==> config.mk <==
export PLATFORM = sky130hd
export DESIGN_NAME = demux_fifo_flat
export DESIGN_NICKNAME = d
export VERILOG_FILES = /design/src/rtl/demux_fifo_pkg.sv /design/src/rtl/demux_fifo_if.sv /design/src/rtl/demux_fifo_sync_fifo.sv /design/src/rtl/demux_fifo.sv /design/src/flat_wrapper.sv
export SDC_FILE = /design/constraint.sdc
export NUM_CORES = 1
export LEC_CHECK = 0
export ABC_AREA = 1
export CAP_MARGIN = 20
export CORE_UTILIZATION = 29
export CTS_BUF_LIST = sky130_fd_sc_hd__clkbuf_4 sky130_fd_sc_hd__clkbuf_8
export CTS_CLUSTER_DIAMETER = 150
export DETAILED_ROUTE_END_ITERATION = 16
export GPL_TIMING_DRIVEN = 0
export PLACE_DENSITY = 0.47
export SKIP_LAST_GASP = 1
export SLEW_MARGIN = 10
export SYNTH_ARGS = -nofsm -noshare
export SYNTH_HDL_FRONTEND = slang
export SYNTH_SLANG_ARGS = --single-unit
==> constraint.sdc <==
create_clock -name clk -period 1.5 [get_ports clk]
set_clock_uncertainty 0.15 [all_clocks]
set_input_delay 0.225 -clock clk [delete_from_list [all_inputs] [get_ports clk]]
set_output_delay 0.225 -clock clk [all_outputs]
set_load 0.01 [all_outputs]
==> src/rtl/demux_fifo_pkg.sv <==
// demux_fifo shared definitions: default sizes, lane indices, width helpers.
// Optional almost-full outputs are enabled with DEMUX_ALMOST_FULL_EN.
package demux_pkg;

    localparam int DEF_DATA_W   = 4;
    localparam int DEF_DEPTH    = 4;
    localparam int DEF_AF_LEVEL = 3;

    localparam logic LANE_0 = 1'b0;
    localparam logic LANE_1 = 1'b1;

    function automatic int ptr_width(input int depth);
        return (depth < 2) ? 1 : $clog2(depth);
    endfunction

    function automatic int cnt_width(input int depth);
        return ptr_width(depth) + 1;
    endfunction

    localparam int DEF_PTR_W = ptr_width(DEF_DEPTH);
    localparam int DEF_CNT_W = cnt_width(DEF_DEPTH);

endpackage

==> src/rtl/demux_fifo_if.sv <==
// Bundle between the mux-side producer / lane consumers and demux_fifo.
// Almost-full lines exist only when DEMUX_ALMOST_FULL_EN is defined.
interface demux_fifo_if
    import demux_pkg::*;
#(
    parameter int DATA_W = DEF_DATA_W
);

    logic [DATA_W-1:0] data_in;
    logic              valid_in;
    logic              pop_0;
    logic              pop_1;
    logic [DATA_W-1:0] data_out_0;
    logic [DATA_W-1:0] data_out_1;
    logic              valid_out_0;
    logic              valid_out_1;
    logic              empty_0;
    logic              empty_1;
    logic              full_0;
    logic              full_1;
    logic              overflow;
`ifdef DEMUX_ALMOST_FULL_EN
    logic              almost_full_0;
    logic              almost_full_1;
`endif

    modport master (
        output data_in,
        output valid_in,
        output pop_0,
        output pop_1,
        input  data_out_0,
        input  data_out_1,
        input  valid_out_0,
        input  valid_out_1,
        input  empty_0,
        input  empty_1,
        input  full_0,
        input  full_1,
`ifdef DEMUX_ALMOST_FULL_EN
        input  almost_full_0,
        input  almost_full_1,
`endif
        input  overflow
    );

    modport slave (
        input  data_in,
        input  valid_in,
        input  pop_0,
        input  pop_1,
        output data_out_0,
        output data_out_1,
        output valid_out_0,
        output valid_out_1,
        output empty_0,
        output empty_1,
        output full_0,
        output full_1,
`ifdef DEMUX_ALMOST_FULL_EN
        output almost_full_0,
        output almost_full_1,
`endif
        output overflow
    );

endinterface

==> src/rtl/demux_fifo_sync_fifo.sv <==
// One lane buffer: storage, wrap pointers, count, registered read port.
// DEMUX_ALMOST_FULL_EN adds the o_almost_full flag.
module sync_fifo
    import demux_pkg::*;
#(
    parameter int DATA_W   = DEF_DATA_W,
    parameter int DEPTH    = DEF_DEPTH
`ifdef DEMUX_ALMOST_FULL_EN
    ,
    parameter int AF_LEVEL = DEF_AF_LEVEL
`endif
) (
    input  logic              clk,
    input  logic              reset,
    input  logic              i_push,
    input  logic              i_pop,
    input  logic [DATA_W-1:0] i_data,
    output logic [DATA_W-1:0] o_data,
    output logic              o_valid,
    output logic              o_empty,
`ifdef DEMUX_ALMOST_FULL_EN
    output logic              o_almost_full,
`endif
    output logic              o_full
);

    localparam int PTR_W = ptr_width(DEPTH);
    localparam int CNT_W = cnt_width(DEPTH);

    logic [DATA_W-1:0] r_mem [DEPTH];
    logic [PTR_W-1:0]  r_wptr;
    logic [PTR_W-1:0]  r_rptr;
    logic [CNT_W-1:0]  r_count;
    logic [DATA_W-1:0] r_data;
    logic              r_valid;

    logic              w_do_pop;
    logic              w_do_push;
    logic [CNT_W-1:0]  w_count_nxt;

    assign o_empty = (r_count == '0);
    assign o_full  = (r_count == CNT_W'(DEPTH));
    assign o_data  = r_data;
    assign o_valid = r_valid;

`ifdef DEMUX_ALMOST_FULL_EN
    assign o_almost_full = (r_count >= CNT_W'(AF_LEVEL));
`endif

    // A pop on a full lane frees the slot the same-cycle push lands in.
    assign w_do_pop  = i_pop && !o_empty;
    assign w_do_push = i_push && (!o_full || w_do_pop);

    always_comb begin
        w_count_nxt = r_count;
        case ({w_do_push, w_do_pop})
            2'b10:   w_count_nxt = r_count + CNT_W'(1);
            2'b01:   w_count_nxt = r_count - CNT_W'(1);
            default: w_count_nxt = r_count;
        endcase
    end

    always_ff @(posedge clk) begin
        if (w_do_push) begin
            r_mem[r_wptr] <= i_data;
        end
    end

    always_ff @(posedge clk) begin
        if (reset) begin
            r_wptr  <= '0;
            r_rptr  <= '0;
            r_count <= '0;
        end else begin
            r_count <= w_count_nxt;
            if (w_do_push) begin
                r_wptr <= r_wptr + PTR_W'(1);
            end
            if (w_do_pop) begin
                r_rptr <= r_rptr + PTR_W'(1);
            end
        end
    end

    always_ff @(posedge clk) begin
        if (reset) begin
            r_data  <= '0;
            r_valid <= 1'b0;
        end else begin
            r_valid <= w_do_pop;
            if (w_do_pop) begin
                r_data <= r_mem[r_rptr];
            end
        end
    end

endmodule

==> src/rtl/demux_fifo.sv <==
// Splits the mux stream into two lanes by strict alternation, one FIFO each.
// DEMUX_ALMOST_FULL_EN adds almost_full_0/1 on the bus.
module demux_fifo
    import demux_pkg::*;
#(
    parameter int DATA_W   = DEF_DATA_W,
    parameter int DEPTH    = DEF_DEPTH
`ifdef DEMUX_ALMOST_FULL_EN
    ,
    parameter int AF_LEVEL = DEF_AF_LEVEL
`endif
) (
    input  logic         clk,
    input  logic         reset,
    demux_fifo_if.slave  bus
);

    logic r_sel;
    logic r_overflow;

    logic w_push_0;
    logic w_push_1;
    logic w_drop;
    logic w_full_0;
    logic w_full_1;

    assign w_push_0 = bus.valid_in && (r_sel == LANE_0);
    assign w_push_1 = bus.valid_in && (r_sel == LANE_1);

    // Full implies non-empty, so a pop request here is always honoured.
    assign w_drop = (w_push_0 && w_full_0 && !bus.pop_0)
                 || (w_push_1 && w_full_1 && !bus.pop_1);

    always_ff @(posedge clk) begin
        if (reset) begin
            r_sel      <= LANE_0;
            r_overflow <= 1'b0;
        end else begin
            if (bus.valid_in) begin
                r_sel <= ~r_sel;
            end
            if (w_drop) begin
                r_overflow <= 1'b1;
            end
        end
    end

    assign bus.overflow = r_overflow;
    assign bus.full_0   = w_full_0;
    assign bus.full_1   = w_full_1;

    sync_fifo #(
        .DATA_W   (DATA_W),
`ifdef DEMUX_ALMOST_FULL_EN
        .AF_LEVEL (AF_LEVEL),
`endif
        .DEPTH    (DEPTH)
    ) u_lane_0 (
        .clk           (clk),
        .reset         (reset),
        .i_push        (w_push_0),
        .i_pop         (bus.pop_0),
        .i_data        (bus.data_in),
        .o_data        (bus.data_out_0),
        .o_valid       (bus.valid_out_0),
        .o_empty       (bus.empty_0),
`ifdef DEMUX_ALMOST_FULL_EN
        .o_almost_full (bus.almost_full_0),
`endif
        .o_full        (w_full_0)
    );

    sync_fifo #(
        .DATA_W   (DATA_W),
`ifdef DEMUX_ALMOST_FULL_EN
        .AF_LEVEL (AF_LEVEL),
`endif
        .DEPTH    (DEPTH)
    ) u_lane_1 (
        .clk           (clk),
        .reset         (reset),
        .i_push        (w_push_1),
        .i_pop         (bus.pop_1),
        .i_data        (bus.data_in),
        .o_data        (bus.data_out_1),
        .o_valid       (bus.valid_out_1),
        .o_empty       (bus.empty_1),
`ifdef DEMUX_ALMOST_FULL_EN
        .o_almost_full (bus.almost_full_1),
`endif
        .o_full        (w_full_1)
    );

endmodule

==> src/flat_wrapper.sv <==
// flat-port wrapper written by rule: the top's interface ports become plain ports
module demux_fifo_flat import demux_pkg::*;
#(
    parameter int DATA_W   = DEF_DATA_W,
    parameter int DEPTH    = DEF_DEPTH

)
  (clk, reset, bus_data_in, bus_valid_in, bus_pop_0, bus_pop_1, bus_data_out_0, bus_data_out_1, bus_valid_out_0, bus_valid_out_1, bus_empty_0, bus_empty_1, bus_full_0, bus_full_1, bus_overflow);
  demux_fifo_if #(.DATA_W(DATA_W)) bus_i ();
  input  logic clk;
  input  logic reset;
  input wire logic [$bits(bus_i.data_in)-1:0] bus_data_in;
  input wire logic [$bits(bus_i.valid_in)-1:0] bus_valid_in;
  input wire logic [$bits(bus_i.pop_0)-1:0] bus_pop_0;
  input wire logic [$bits(bus_i.pop_1)-1:0] bus_pop_1;
  output wire logic [$bits(bus_i.data_out_0)-1:0] bus_data_out_0;
  output wire logic [$bits(bus_i.data_out_1)-1:0] bus_data_out_1;
  output wire logic [$bits(bus_i.valid_out_0)-1:0] bus_valid_out_0;
  output wire logic [$bits(bus_i.valid_out_1)-1:0] bus_valid_out_1;
  output wire logic [$bits(bus_i.empty_0)-1:0] bus_empty_0;
  output wire logic [$bits(bus_i.empty_1)-1:0] bus_empty_1;
  output wire logic [$bits(bus_i.full_0)-1:0] bus_full_0;
  output wire logic [$bits(bus_i.full_1)-1:0] bus_full_1;
  output wire logic [$bits(bus_i.overflow)-1:0] bus_overflow;
  assign bus_i.data_in = bus_data_in;
  assign bus_i.valid_in = bus_valid_in;
  assign bus_i.pop_0 = bus_pop_0;
  assign bus_i.pop_1 = bus_pop_1;
  assign bus_data_out_0 = bus_i.data_out_0;
  assign bus_data_out_1 = bus_i.data_out_1;
  assign bus_valid_out_0 = bus_i.valid_out_0;
  assign bus_valid_out_1 = bus_i.valid_out_1;
  assign bus_empty_0 = bus_i.empty_0;
  assign bus_empty_1 = bus_i.empty_1;
  assign bus_full_0 = bus_i.full_0;
  assign bus_full_1 = bus_i.full_1;
  assign bus_overflow = bus_i.overflow;
  demux_fifo #(.DATA_W(DATA_W), .DEPTH(DEPTH)) u_core (.clk(clk), .reset(reset), .bus(bus_i));
endmodule
==> out/results.tsv, run 1 <==
metric	value	unit
met1 Use GR	16.32	%
later-pin clock latency in the skew report	0.34	ns
core area	0.008678	mm²
die width	96.30	µm
GR peak layer	met2	
fin crit period	1.573	ns
Worst Tran Pin Value	0.3622	ns
final max-slew violation count	0	
library cells used by synthesis	29	
GR Util All Layers	12.92	%
CP Launch Type	register	
vias in the first global route	1797	
Slew HR	75.85	%
first-pass GRT wire length	8562	µm
H-tree levels	3	
Post-Place Worst Slack	-0.5712	ns
DP Area	0.002979	mm²
final net count	321	
via/cell ratio	4.364	
total wire length	5265	µm
grt total ovfl	0	
Synth Instances	250	
CTS tree	built	
#FFs+latches synth	58	
Routed Antenna Nets	0	
vias	1811	
RD Place Congestion	0.7189	
hold crit path type	in2reg	
Lkg Pwr	1.351	nW
RSZ-0062 raised after global routing	yes	
register area share after synthesis	57.45	%
yosys warns	0	
Iter 0 DRT Violations	37	
DIE HEIGHT	96.30	µm
row cnt	34	
I/O pin cnt	24	
number of max-cap violations	0	
number of CTS-inserted buffers	9	
DRT Pass-1 Iters	4	
initial antenna violation count	0	
Clock Tree Buf Depth	2	
syn_nets	269	
Buffers on Ports	23	
final core occ	39.13	%
final worst path period share	104.9	%
clock transition at the registers of the reported paths	0.07	ns
Syn Area/Cell	10.31	µm²
failing checks	setup timing	
CP Capture Type	register	
M2 GR Usage	19.92	%
# setup viols final	5	
largest net degree at the start of global routing	13	
Worst Path Max Fanout	4	
placed cells	381	
WL/cell	12.69	µm
status	complete, but fails checks	
final instance area	0.003396	mm²
power per cell area	1520	mW/mm²
VDD IR max	0.4012	mV
final worst slack	-0.07345	ns
Crit Path Class	reg2reg	
worst endpoint required time	1.62	ns
Hold Buf Count CTS	0	
Fmax	0.6355	GHz
area grow syn2layout	31.68	%
GRT met3 Usage	3.870	%
Worst Path Arrival	1.70	ns
Cell Count, Final, Fillers Out	415	
dpl hpwl	3605	µm
Cell Area, Synth	0.002579	mm²
Die ar.	0.009274	mm²
Residual DRC	0	
fraction of layout cells with a size suffix above 1	33.55	%
Final Hold Vio Count	0	
# clock sinks	58	
Initial Util	29.71	%
n_diodes	0	
Root Driver	clkbuf_8	
==> per-stage QoR <==
step	power [W]	hold slack, ns	setup TNS, ns
floorplan	0.003110	0.1367	-0.1397
CTS	0.005031	0.1904	-0.4070
finish	0.005161	0.1970	-0.2604
global route	0.005517	0.1995	-1.049
global placement	0.003612	0.3490	-23.84
detailed placement	0.003626	0.3536	-23.83
==> sequential cells by signal, indices dropped and copies added, names as in the netlist, 3 cells and up <==
register,cells
u_core.u_lane_0.r_mem,16
u_core.u_lane_0.o_data,4
u_core.u_lane_0.r_count,3
u_core.u_lane_1.r_count,3
u_core.u_lane_1.o_data,4
u_core.u_lane_1.r_mem,16
==> metal layers <==
metal / part of all wire (%) / up-vias / wire length [µm]
li1: - / 942 / -
met1: 48 / 836 / 2535
met2: 47 / 27 / 2464
met3: 3.5 / 6 / 183
met4: 1.5 / 0 / 81
met5: 0 / - / 0
==> path summary, 6_finish.rpt <==
kind,from,to,slack [ns],cells past startpoint
max,u_core.u_lane_0.r_count[0]$_SDFFE_PP0P_,u_core.u_lane_0.r_count[1]$_SDFFE_PP0P_,-0.07,6
max reg2reg,u_core.u_lane_0.r_count[0]$_SDFFE_PP0P_,u_core.u_lane_0.r_count[1]$_SDFFE_PP0P_,-0.07,6
min,bus_valid_in,u_core.r_sel$_SDFFE_PP0P_,0.20,3
min reg2reg,u_core.r_sel$_SDFFE_PP0P_,u_core.r_sel$_SDFFE_PP0P_,0.36,2
==> logic make-up after synthesis <==
kind of cell               count (synthesis)  synth area share (%)
and+or+nand+nor                           85                 18.83
AOI/OAI and AO/OA                         56                 12.13
DFF                                       58                 57.45
buffers and inverters                     41                 6.162
adders and majority gates                 10                 5.434
==> cells in the mapped netlist <==
master | number | share of area (%)
o22ai_1 | 8 | 1.9
o21ai_0 | 24 | 4.7
nand3_2 | 2 | 0.78
a21oi_2 | 2 | 0.68
nand3_4 | 2 | 1.4
nand2_2 | 8 | 1.9
inv_2 | 6 | 0.87
buf_2 | 3 | 0.58
a21boi_1 | 2 | 0.58
nor3_1 | 1 | 0.19
nand3_1 | 4 | 0.78
o21ai_1 | 7 | 1.4
o21ai_2 | 2 | 0.68
nand2_8 | 2 | 1.6
nand4_1 | 2 | 0.49
nor2_1 | 48 | 7.0
nand2_4 | 4 | 1.7
inv_1 | 30 | 4.4
o21bai_1 | 1 | 0.29
fa_1 | 2 | 1.6
clkbuf_1 | 1 | 0.15
edfxtp_1 | 32 | 37
dfxtp_1 | 26 | 20
ha_1 | 8 | 3.9
clkinv_2 | 1 | 0.19
nand2_1 | 8 | 1.2
nor2_4 | 2 | 0.87
nand4_2 | 2 | 0.97
a21oi_1 | 10 | 1.9
==> cell type report <==
type / instances / area (µm²)
Tap cell: 108 / 135.1
Clock buffer: 9 / 123.9
Clock inverter: 7 / 55.05
Multi-Input combinational cell: 151 / 1076
Buffer: 4 / 20.02
Timing Repair Buffer: 41 / 350.3
Sequential cell: 58 / 1493
Inverter: 37 / 142.6
Fill cell: 872 / 5283
==> cell usage in the layout, fill, tap and decap left out, types with 8 or more instances in the layout <==
| master | count |
|---|---|
| ha_1 | 8 |
| clkbuf_8 | 9 |
| inv_1 | 27 |
| dfxtp_1 | 19 |
| a21oi_1 | 8 |
| dlygate4sd2_1 | 14 |
| nor2_1 | 40 |
| buf_4 | 17 |
| o22ai_1 | 8 |
| o21ai_1 | 9 |
| nor2_4 | 9 |
| o21ai_0 | 22 |
| inv_2 | 8 |
| edfxtp_1 | 32 |
==> critical path: stages, from the launching register on <==
cell	delay [ns]
dfxtp_4	0.36
nor2_4	0.16
nand2_4	0.09
nand3_4	0.08
fa_2	0.43
a21boi_2	0.16
nor2_1	0.08
==> power breakdown <==
part	internal (W)	leakage, nW	switching (W)
combinational	0.000820	0.758	0.00103
clock	0.000608	0.0858	0.000684
sequential	0.00190	0.507	0.000121
==> timing repair <==
| item | 4_1_cts | 5_1_grt |
|---|---|---|
| setup endpoints to repair | 56 | 36 |
| resized for setup | 51 | 17 |
| pin swaps | 13 | 11 |
| buffers inserted | 12 | 6 |
Note: power is estimated with default switching activity, not from simulation.
==> inputs of run 2 (changes only) <==
- CAP_MARGIN: 20 -> default
==> results of run 2 <==
No change in the layout: final DEF, timing and power equal those of run 1.
==> inputs of run 3 (changes only) <==
- CORE_MARGIN: default -> 3
- SLEW_MARGIN: 10 -> 20
==> out/results.tsv, run 3 (synthesis gave the netlist of run 1 again) <==
metric	value	unit
status	complete, but fails checks	
failing checks	setup timing	
Reg2Reg Depth	6	
DIE HEIGHT	100.3	µm
GRT met3 Usage	3.822	%
Die ar.	0.01006	mm²
via/cell ratio	4.427	
grt total ovfl	0	
GR peak layer	met2	
area grow syn2layout	32.17	%
final max-slew violation count	0	
final net count	321	
Hold Path Origin	bus_valid_in	
WL/cell	12.65	µm
hold crit path type	in2reg	
largest net degree at the start of global routing	11	
most common cell after layout, fill and taps aside	nor2_1	
final worst path period share	104.7	%
initial antenna violation count	0	
Initial Util	30.61	%
Residual DRC	0	
CP Launch Type	register	
number of max-cap violations	0	
later-pin clock latency in the skew report	0.33	ns
fin crit period	1.570	ns
DRT Pass-1 Iters	4	
first-pass GRT wire length	8887	µm
Fmax	0.6370	GHz
Slew HR	76.31	%
worst endpoint required time	1.57	ns
number of CTS-inserted buffers	9	
met1 Use GR	15.16	%
CTS tree	built	
vias in the first global route	1795	
vias	1824	
GR Util All Layers	11.56	%
Final Hold Vio Count	0	
RD Place Congestion	0.7611	
final core occ	40.46	%
I/O pin cnt	24	
register-to-register setup slack	-0.07	ns
n_diodes	0	
Buffers on Ports	23	
Worst Path Max Fanout	4	
# clock sinks	58	
clock transition at the registers of the reported paths	0.06	ns
Hold Buf Count CTS	0	
Hold Crit Endpoint	u_core.r_sel$_SDFFE_PP0P_	
Worst Tran Pin Value	0.3554	ns
total wire length	5213	µm
Root Driver	clkbuf_8	
Reg-to-Reg End	u_core.u_lane_0.r_count[1]$_SDFFE_PP0P_	
final worst slack	-0.06988	ns
hold path cells	3	
Crit Path Class	reg2reg	
row cnt	33	
die width	100.3	µm
VDD IR max	0.4473	mV
Worst Path Arrival	1.64	ns
Overall Power	0.005433	W
Iter 0 DRT Violations	61	
dpl hpwl	3591	µm
fraction of layout cells with a size suffix above 1	32.90	%
CP Capture Type	register	
# setup viols final	8	
M2 GR Usage	17.28	%
Clock Tree Buf Depth	2	
H-tree levels	3	
power per cell area	1594	mW/mm²
most frequent cells in the layout	nor2_1 (40), edfxtp_1 (32), inv_1 (25), o21ai_0 (23), dfxtp_1 (19)	
Routed Antenna Nets	0	
Lkg Pwr	1.361	nW
core area	0.008423	mm²
worst reg2reg path startpoint	u_core.u_lane_0.r_count[0]$_SDFFE_PP0P_	
RSZ-0062 raised after global routing	yes	
Regs by FF count	u_core.u_lane_0.r_mem x16, u_core.u_lane_1.r_mem x16	
## run 3: cell count changes in the layout (fill, tap and decap cells not counted), moves of 2 or more
cell       change
clkbuf_4       +3
clkinv_4       -3
buf_6          -2
bufinv_16      +2
clkinv_1       +2
inv_1          -2
## run 3: worst max-delay path: stages, from the launching register on
cell and delay [ns]:
dfxtp_4 0.36, nor2_4 0.05, nand2_4 0.11, nand3_4 0.09, fa_2 0.53, a21boi_2 0.14, nor2_1 0.04
## run 3: final cells by class
class	instances	area, µm²
Buffer	4	22.52
Sequential cell	58	1493
Timing Repair Buffer	41	337.8
Clock inverter	4	67.56
Multi-Input combinational cell	151	1064
Fill cell	826	5015
Inverter	37	146.4
Clock buffer	12	146.4
Tap cell	105	131.4
## run 3: layer usage
metal	vias to the layer above	wire length, µm
met1	834	2467
met5	-	0
met2	41	2339
li1	942	-
met3	7	315
met4	0	90
## run 3: metrics by stage
| stage | setup WS [ns] | std cells | setup TNS (ns) | cell area (µm²) | hold slack [ns] |
|---|---|---|---|---|---|
| detailed placement | -0.6329 | 378 | -23.44 | 2975 | 0.3569 |
| floorplan | -0.05166 | 250 | -0.1397 | 2614 | 0.1367 |
| global placement | -0.6302 | 378 | -23.87 | 2975 | 0.3521 |
| global route | -0.1570 | 412 | -2.146 | 3408 | 0.2719 |
| CTS | -0.1213 | 402 | -0.5459 | 3307 | 0.1979 |
| finish | -0.06988 | 412 | -0.3105 | 3408 | 0.2246 |
## run 3: how the worst max path moves through the flow
stage                                            start                                       to  slack [ns]  depth (start not counted)
4_1_cts        u_core.u_lane_0.r_count[0]$_SDFFE_PP0P_                               bus_full_0       -0.12                          4
6_report       u_core.u_lane_0.r_count[0]$_SDFFE_PP0P_  u_core.u_lane_0.r_count[1]$_SDFFE_PP0P_       -0.07                          6
5_1_grt        u_core.u_lane_0.r_count[0]$_SDFFE_PP0P_  u_core.u_lane_0.r_count[2]$_SDFFE_PP0P_       -0.16                          8
3_3_place_gp                                 bus_pop_1    u_core.u_lane_1.r_mem[0][1]$_DFFE_PP_       -0.63                          5
3_5_place_dp                                 bus_pop_1    u_core.u_lane_1.r_mem[0][2]$_DFFE_PP_       -0.63                          5
2_1_floorplan  u_core.u_lane_1.r_count[0]$_SDFFE_PP0P_  u_core.u_lane_1.r_count[1]$_SDFFE_PP0P_       -0.05                          6
## run 3: power by group
part / switching (W) / internal (W)
logic: 0.00103 / 0.000816
clock network: 0.000595 / 0.000981
registers: 0.000116 / 0.00190
## run 3: timing repair
item,in CTS,in global routing
resized for setup,53,14
pin swaps,12,10
setup endpoints to repair,54,38
endpoints found under the hold margin,0,0
buffers inserted,8,10
==> RTL change 1 (settings of run 1) <==
`DEF_DEPTH`: 4 -> 8.
--- a/src/rtl/demux_fifo_pkg.sv
+++ b/src/rtl/demux_fifo_pkg.sv
@@ -3,7 +3,7 @@
 package demux_pkg;
 
     localparam int DEF_DATA_W   = 4;
-    localparam int DEF_DEPTH    = 4;
+    localparam int DEF_DEPTH    = 8;
     localparam int DEF_AF_LEVEL = 3;
 
     localparam logic LANE_0 = 1'b0;
Behaviour: not the same (a bounded check fails within 10 cycles, from zero or initial values and one cycle with reset high).
==> RTL change 1 against run 1 <==
The run still ends with negative setup slack left. Final cell count rose by 69%. Non-clock buffer count rose by 15. Via count rose by 73%. Design area rose by 62%. Setup slack got worse by 320 ps. Core utilization fell by 1.0 points. Sequential cell count rose by 38. Area after synthesis rose by 67%. Wire length rose by 79%. Hold slack got worse by 140 ps. Largest cell class unchanged. Global-route usage rose by 0.42 points. Power rose by 65%.
==> RTL change 1: results (changes against run 1) <==
- Outcome: finished, violations left (unchanged)
- Failing checks: negative setup slack (unchanged)
- RR Startpoint: u_core.u_lane_0.r_count[1] (was u_core.u_lane_0.r_count[0])
- GR Layer Usage met2: 0.2219 (was 0.1992)
- Post-CTS Setup Bufs: 19 (was 12)
- Post-CTS sizing: 76 (was 51)
- Synth cell types: 30 (was 29)
- Sequential Area: 2586 µm² (was 1493 µm²)
- HPWL after DPL: 6482 µm (was 3605 µm)
- Crit-path max cell delay: 350 ps (was 430 ps)
- DP Area: 4843 µm² (was 2979 µm²)
- RR Endpoint: u_core.u_lane_0.r_count[2] (was u_core.u_lane_0.r_count[1])
- Inverters: 58 (was 37)
- Count of filler cells inserted in the layout: 1482 (was 872)
- Post-synthesis sequential area ratio: 0.5966 (was 0.5745)
- Crit-path slowest cell: dfxtp_4 (was fa_2)
- TNS Setup: -11920 ps (was -260.4 ps)
- Data buffer area share: 0.09846 (was 0.1091)
- Buffers excl. clock: 60 (was 45)
- IO Port Bufs: 22 (was 23)
- Vias per cell: 4.472 (was 4.364)
- Top flop regs: u_core.u_lane_0.r_mem (32), u_core.u_lane_1.r_mem (32) (was u_core.u_lane_0.r_mem (16), u_core.u_lane_1.r_mem (16))
- Met3 Use GR: 0.03846 (was 0.03870)
- Final nets: 532 (was 321)
- Clock sinks: 96 (was 58)
- GRT Total Usage: 0.1334 (was 0.1292)
- EDFF count, synth: 64 (was 32)
- Worst vdd ir: 0.5888 mV (was 0.4012 mV)
- First-pass GRT wire length: 15060 µm (was 8562 µm)
- Layout cells sized above 1: 0.2669 (was 0.3355)
- GP Congestion: 0.8020 (was 0.7189)
- Final worst slack: -397.3 ps (was -73.45 ps)
- Clock buffer count: 15 (was 9)
- Final setup fails: 76 (was 5)
- Slew @ Worst Pin: 768.4 ps (was 362.2 ps)
- Worst skew pair latency: 360 ps (was 340 ps)
- LEAKAGE: 0.002209 µW (was 0.001351 µW)
RTL change 1: how the worst max path moves through the flow:
stage,startpoint,end,slack [ps],cells past startpoint
after floorplan,u_core.u_lane_0.r_count[0],u_core.u_lane_0.r_count[2],-380,11
after global placement,bus_valid_in,u_core.u_lane_0.r_count[3],-740,12
after detailed placement,bus_valid_in,u_core.u_lane_0.r_count[3],-780,12
after CTS,u_core.u_lane_0.r_count[1],u_core.u_lane_0.r_count[2],-380,11
after global routing,u_core.u_lane_0.r_count[1],u_core.u_lane_0.r_count[3],-490,14
final,u_core.u_lane_0.r_count[1],u_core.u_lane_0.r_count[2],-400,11
RTL change 1: cell families (layout without fill, tap and decap cells):
kind of cell | after synthesis | in the layout | synth area share
xor+xnor | 3 | 3 | 0.006118
compound gates | 45 | 45 | 0.05302
buf+inv | 71 | 134 | 0.07836
simple gates | 228 | 228 | 0.2304
flops | 96 | 96 | 0.5966
fa+ha+maj | 11 | 11 | 0.03554
RTL change 1: power groups by stage:
stage / sequential [µW] / clock, µW / combinational, µW
after floorplan: 3390 / 0 / 1910
after global placement: 3400 / 0 / 2720
after detailed placement: 3410 / 0 / 2770
after CTS: 3330 / 1620 / 3280
after global routing: 3380 / 1730 / 4010
final: 3340 / 1560 / 3590
RTL change 1: stage by stage:
| stage | setup WS, ps | std cells |
|---|---|---|
| 6_report | -397.3 | 701 |
| 5_1_grt | -490.8 | 701 |
| 4_1_cts | -380.4 | 695 |
| 3_5_place_dp | -780.0 | 660 |
| 3_3_place_gp | -736.9 | 660 |
| 2_1_floorplan | -381.9 | 454 |
RTL change 1: per-layer routing:
layer  share of wire  wire [µm]
met2            0.49       4600
met5               0          0
met3           0.047        447
met4           0.010         97
met1            0.45       4296
==> RTL change 2 (settings of run 1) <==
Made on the original files. Reset style: asynchronous (`reset`), changed in 3 clocked blocks.
--- a/src/rtl/demux_fifo_sync_fifo.sv
+++ b/src/rtl/demux_fifo_sync_fifo.sv
@@ -66,7 +66,7 @@
         end
     end
 
-    always_ff @(posedge clk) begin
+    always_ff @(posedge clk or posedge reset) begin
         if (reset) begin
             r_wptr  <= '0;
             r_rptr  <= '0;
@@ -82,7 +82,7 @@
         end
     end
 
-    always_ff @(posedge clk) begin
+    always_ff @(posedge clk or posedge reset) begin
         if (reset) begin
             r_data  <= '0;
             r_valid <= 1'b0;
--- a/src/rtl/demux_fifo.sv
+++ b/src/rtl/demux_fifo.sv
@@ -31,7 +31,7 @@
     assign w_drop = (w_push_0 && w_full_0 && !bus.pop_0)
                  || (w_push_1 && w_full_1 && !bus.pop_1);
 
-    always_ff @(posedge clk) begin
+    always_ff @(posedge clk or posedge reset) begin
         if (reset) begin
             r_sel      <= LANE_0;
             r_overflow <= 1'b0;
Formal check against the unedited RTL: differs if reset is asserted again (counterexample within 4 cycles, from zero or initial values and one cycle with reset high); with reset held inactive, the same outputs for 10 cycles.
==> RTL change 2 against run 1 <==
The flow still finishes with violations (negative setup slack). Design area is 4.3% higher. Area after synthesis shrank 1.5%. Power rose by 30%. Final cell count shrank 5.1%. Wire length is 5.3% lower. Sequential cell count unchanged. Sequential share of layout area rose by 1.6 points. Setup slack worse by 390 ps. Fmax fell by 20%. Hold slack worse by 150 ps. Synthesized cell count decreased by 9.2%.
==> RTL change 2: results (changes against run 1) <==
- Top flop regs: u_core.u_lane_0.r_mem (16), u_core.u_lane_1.r_mem (16) (unchanged)
- DR WL met2: 2398 µm (was 2464 µm)
- Syn avg cell area: 11.19 µm² (was 10.31 µm²)
- DP Area: 2954 µm² (was 2979 µm²)
- Reg clk slew, reported paths: 70 ps (about the same)
- Failing checks: negative setup slack (unchanged)
- R2R depth: 10 (was 6)
- Worst path arrival time: 2030 ps (was 1700 ps)
- TNS Setup: -1977 ps (was -260.4 ps)
- GR Layer Usage met2: 0.2048 (was 0.1992)
- Clk root buf: clkbuf_8 (unchanged)
- IO Port Bufs: 23 (unchanged)
- Largest net degree at the start of global routing: 19 (was 13)
- Wire length on met3: 180 µm (was 183 µm)
- First-pass GRT wire length: 8280 µm (was 8562 µm)
- Vias per cell: 4.223 (was 4.364)
- Cell count after placement: 356 (was 381)
- Met3 Use GR: 0.04067 (was 0.03870)
- Crit end category: flop (unchanged)
- GP Congestion: 0.7218 (was 0.7189)
- Count of filler cells inserted in the layout: 813 (was 872)
- Synth Warn #: 0 (unchanged)
- Syn nets: 247 (was 269)
- Ranking of synthesized cells by area: edfxtp_1 (38%), dfrtp_1 (26%), nor2_1 (8.0%) (was edfxtp_1 (37%), dfxtp_1 (20%), nor2_1 (7.0%))
- Worst vdd ir: 0.5998 mV (was 0.4012 mV)
- Non-Filler Instances: 394 (was 415)
- Final setup fails: 42 (was 5)
- Max layer used: met4 (unchanged)
- Initial antenna violation count: 0 (unchanged)
- EDFF count, synth: 32 (unchanged)
- CTS Buf Count: 9 (unchanged)
- Slew @ Worst Pin: 476.1 ps (was 362.2 ps)
- LEAKAGE: 0.001450 µW (was 0.001351 µW)
- First-pass DRT Iterations: 4 (unchanged)
- Post-synthesis sequential area ratio: 0.6342 (was 0.5745)
- Drt initial violations: 32 (was 37)
- Inserted Diodes: 0 (unchanged)
- Hold Path Class: in -> async (was in -> reg)
- GRT Total Usage: 0.1272 (was 0.1292)
- Final WL: 4986 µm (was 5265 µm)
- RR Endpoint: u_core.u_lane_1.r_count[2] (was u_core.u_lane_0.r_count[1])
- Synth cell count leaders: nor2_1 (54), inv_1 (33), edfxtp_1 (32) (was nor2_1 (48), edfxtp_1 (32), inv_1 (30))
- Routed metal-1 wirelength: 2326 µm (was 2535 µm)
- Grt met1 use: 0.1513 (was 0.1632)
- Crit-path max FO: 2 (was 4)
- Crit path launch: u_core.u_lane_1.r_count[2] (was u_core.u_lane_0.r_count[0])
- Asr flop ratio synth: 0.4483 (was 0)
- RR Startpoint: u_core.u_lane_1.r_count[2] (was u_core.u_lane_0.r_count[0])
- Synth cell types: 26 (was 29)
- HPWL after DPL: 3308 µm (was 3605 µm)
- Final nets: 304 (was 321)
- Layout cells sized above 1: 0.3287 (was 0.3355)
- Vias in the first global route: 1705 (was 1797)
- Final worst slack: -459.4 ps (was -73.45 ps)
- CTS H-tree depth: 3 (unchanged)
- Outcome: finished, violations left (unchanged)
- Clk buf depth: 2 (unchanged)
- Dpl ws: -882.9 ps (was -571.2 ps)
## RTL change 2: worst max-delay path, cell delays in order, from the launching register on
cell,delay (ps)
dfrtp_1,400
inv_2,70
nor3_4,200
nand2_2,90
nand2_4,80
ha_4,130
inv_4,30
fa_2,340
a21oi_2,110
o21ai_1,80
xor2_1,150
## RTL change 2: per-stage QoR
step	total power, µW	hold WS (ps)	utilization
after floorplan	3840	115.0	-
after global placement	4559	356.8	0.3509
after detailed placement	4617	351.6	0.3542
after CTS	6401	65.05	0.4037
after global routing	7210	89.88	0.4247
final	6689	50.15	0.4247
## RTL change 2: cells by family (layout without fill, tap and decap cells)
group	Yosys count	after routing	share of synthesized area
simple gates	81	81	0.1492
flops	58	58	0.6342
buf+inv	37	99	0.05712
compound gates	32	32	0.06893
fa+ha+maj	11	11	0.06007
xor+xnor	8	8	0.03053
## RTL change 2: repair_timing
item,in CTS,in global routing
buffers inserted,18,7
pin swaps,17,9
resized for setup,64,31
setup endpoints to repair,52,53
hold buffers,0,0
cloned,0,0
## RTL change 2: final cells by class
cell class / count / area [µm²] / area share
repair buffers: 46 / 451.7 / 0.1275
multi-input cells: 132 / 992.2 / 0.2801
plain buffers: 3 / 21.27 / 0.006005
clock inverters: 6 / 56.30 / 0.01590
well taps: 105 / 131.4 / 0.03709
clock buffers: 10 / 137.6 / 0.03886
inverters: 34 / 137.6 / 0.03886
flip-flops and latches: 58 / 1614 / 0.4557
## RTL change 2: power breakdown
| part | total, µW | internal (µW) | switching [µW] |
|---|---|---|---|
| Combinational | 2820 | 1300 | 1530 |
| Clock | 1420 | 797 | 627 |
| Sequential | 2440 | 2130 | 308 |
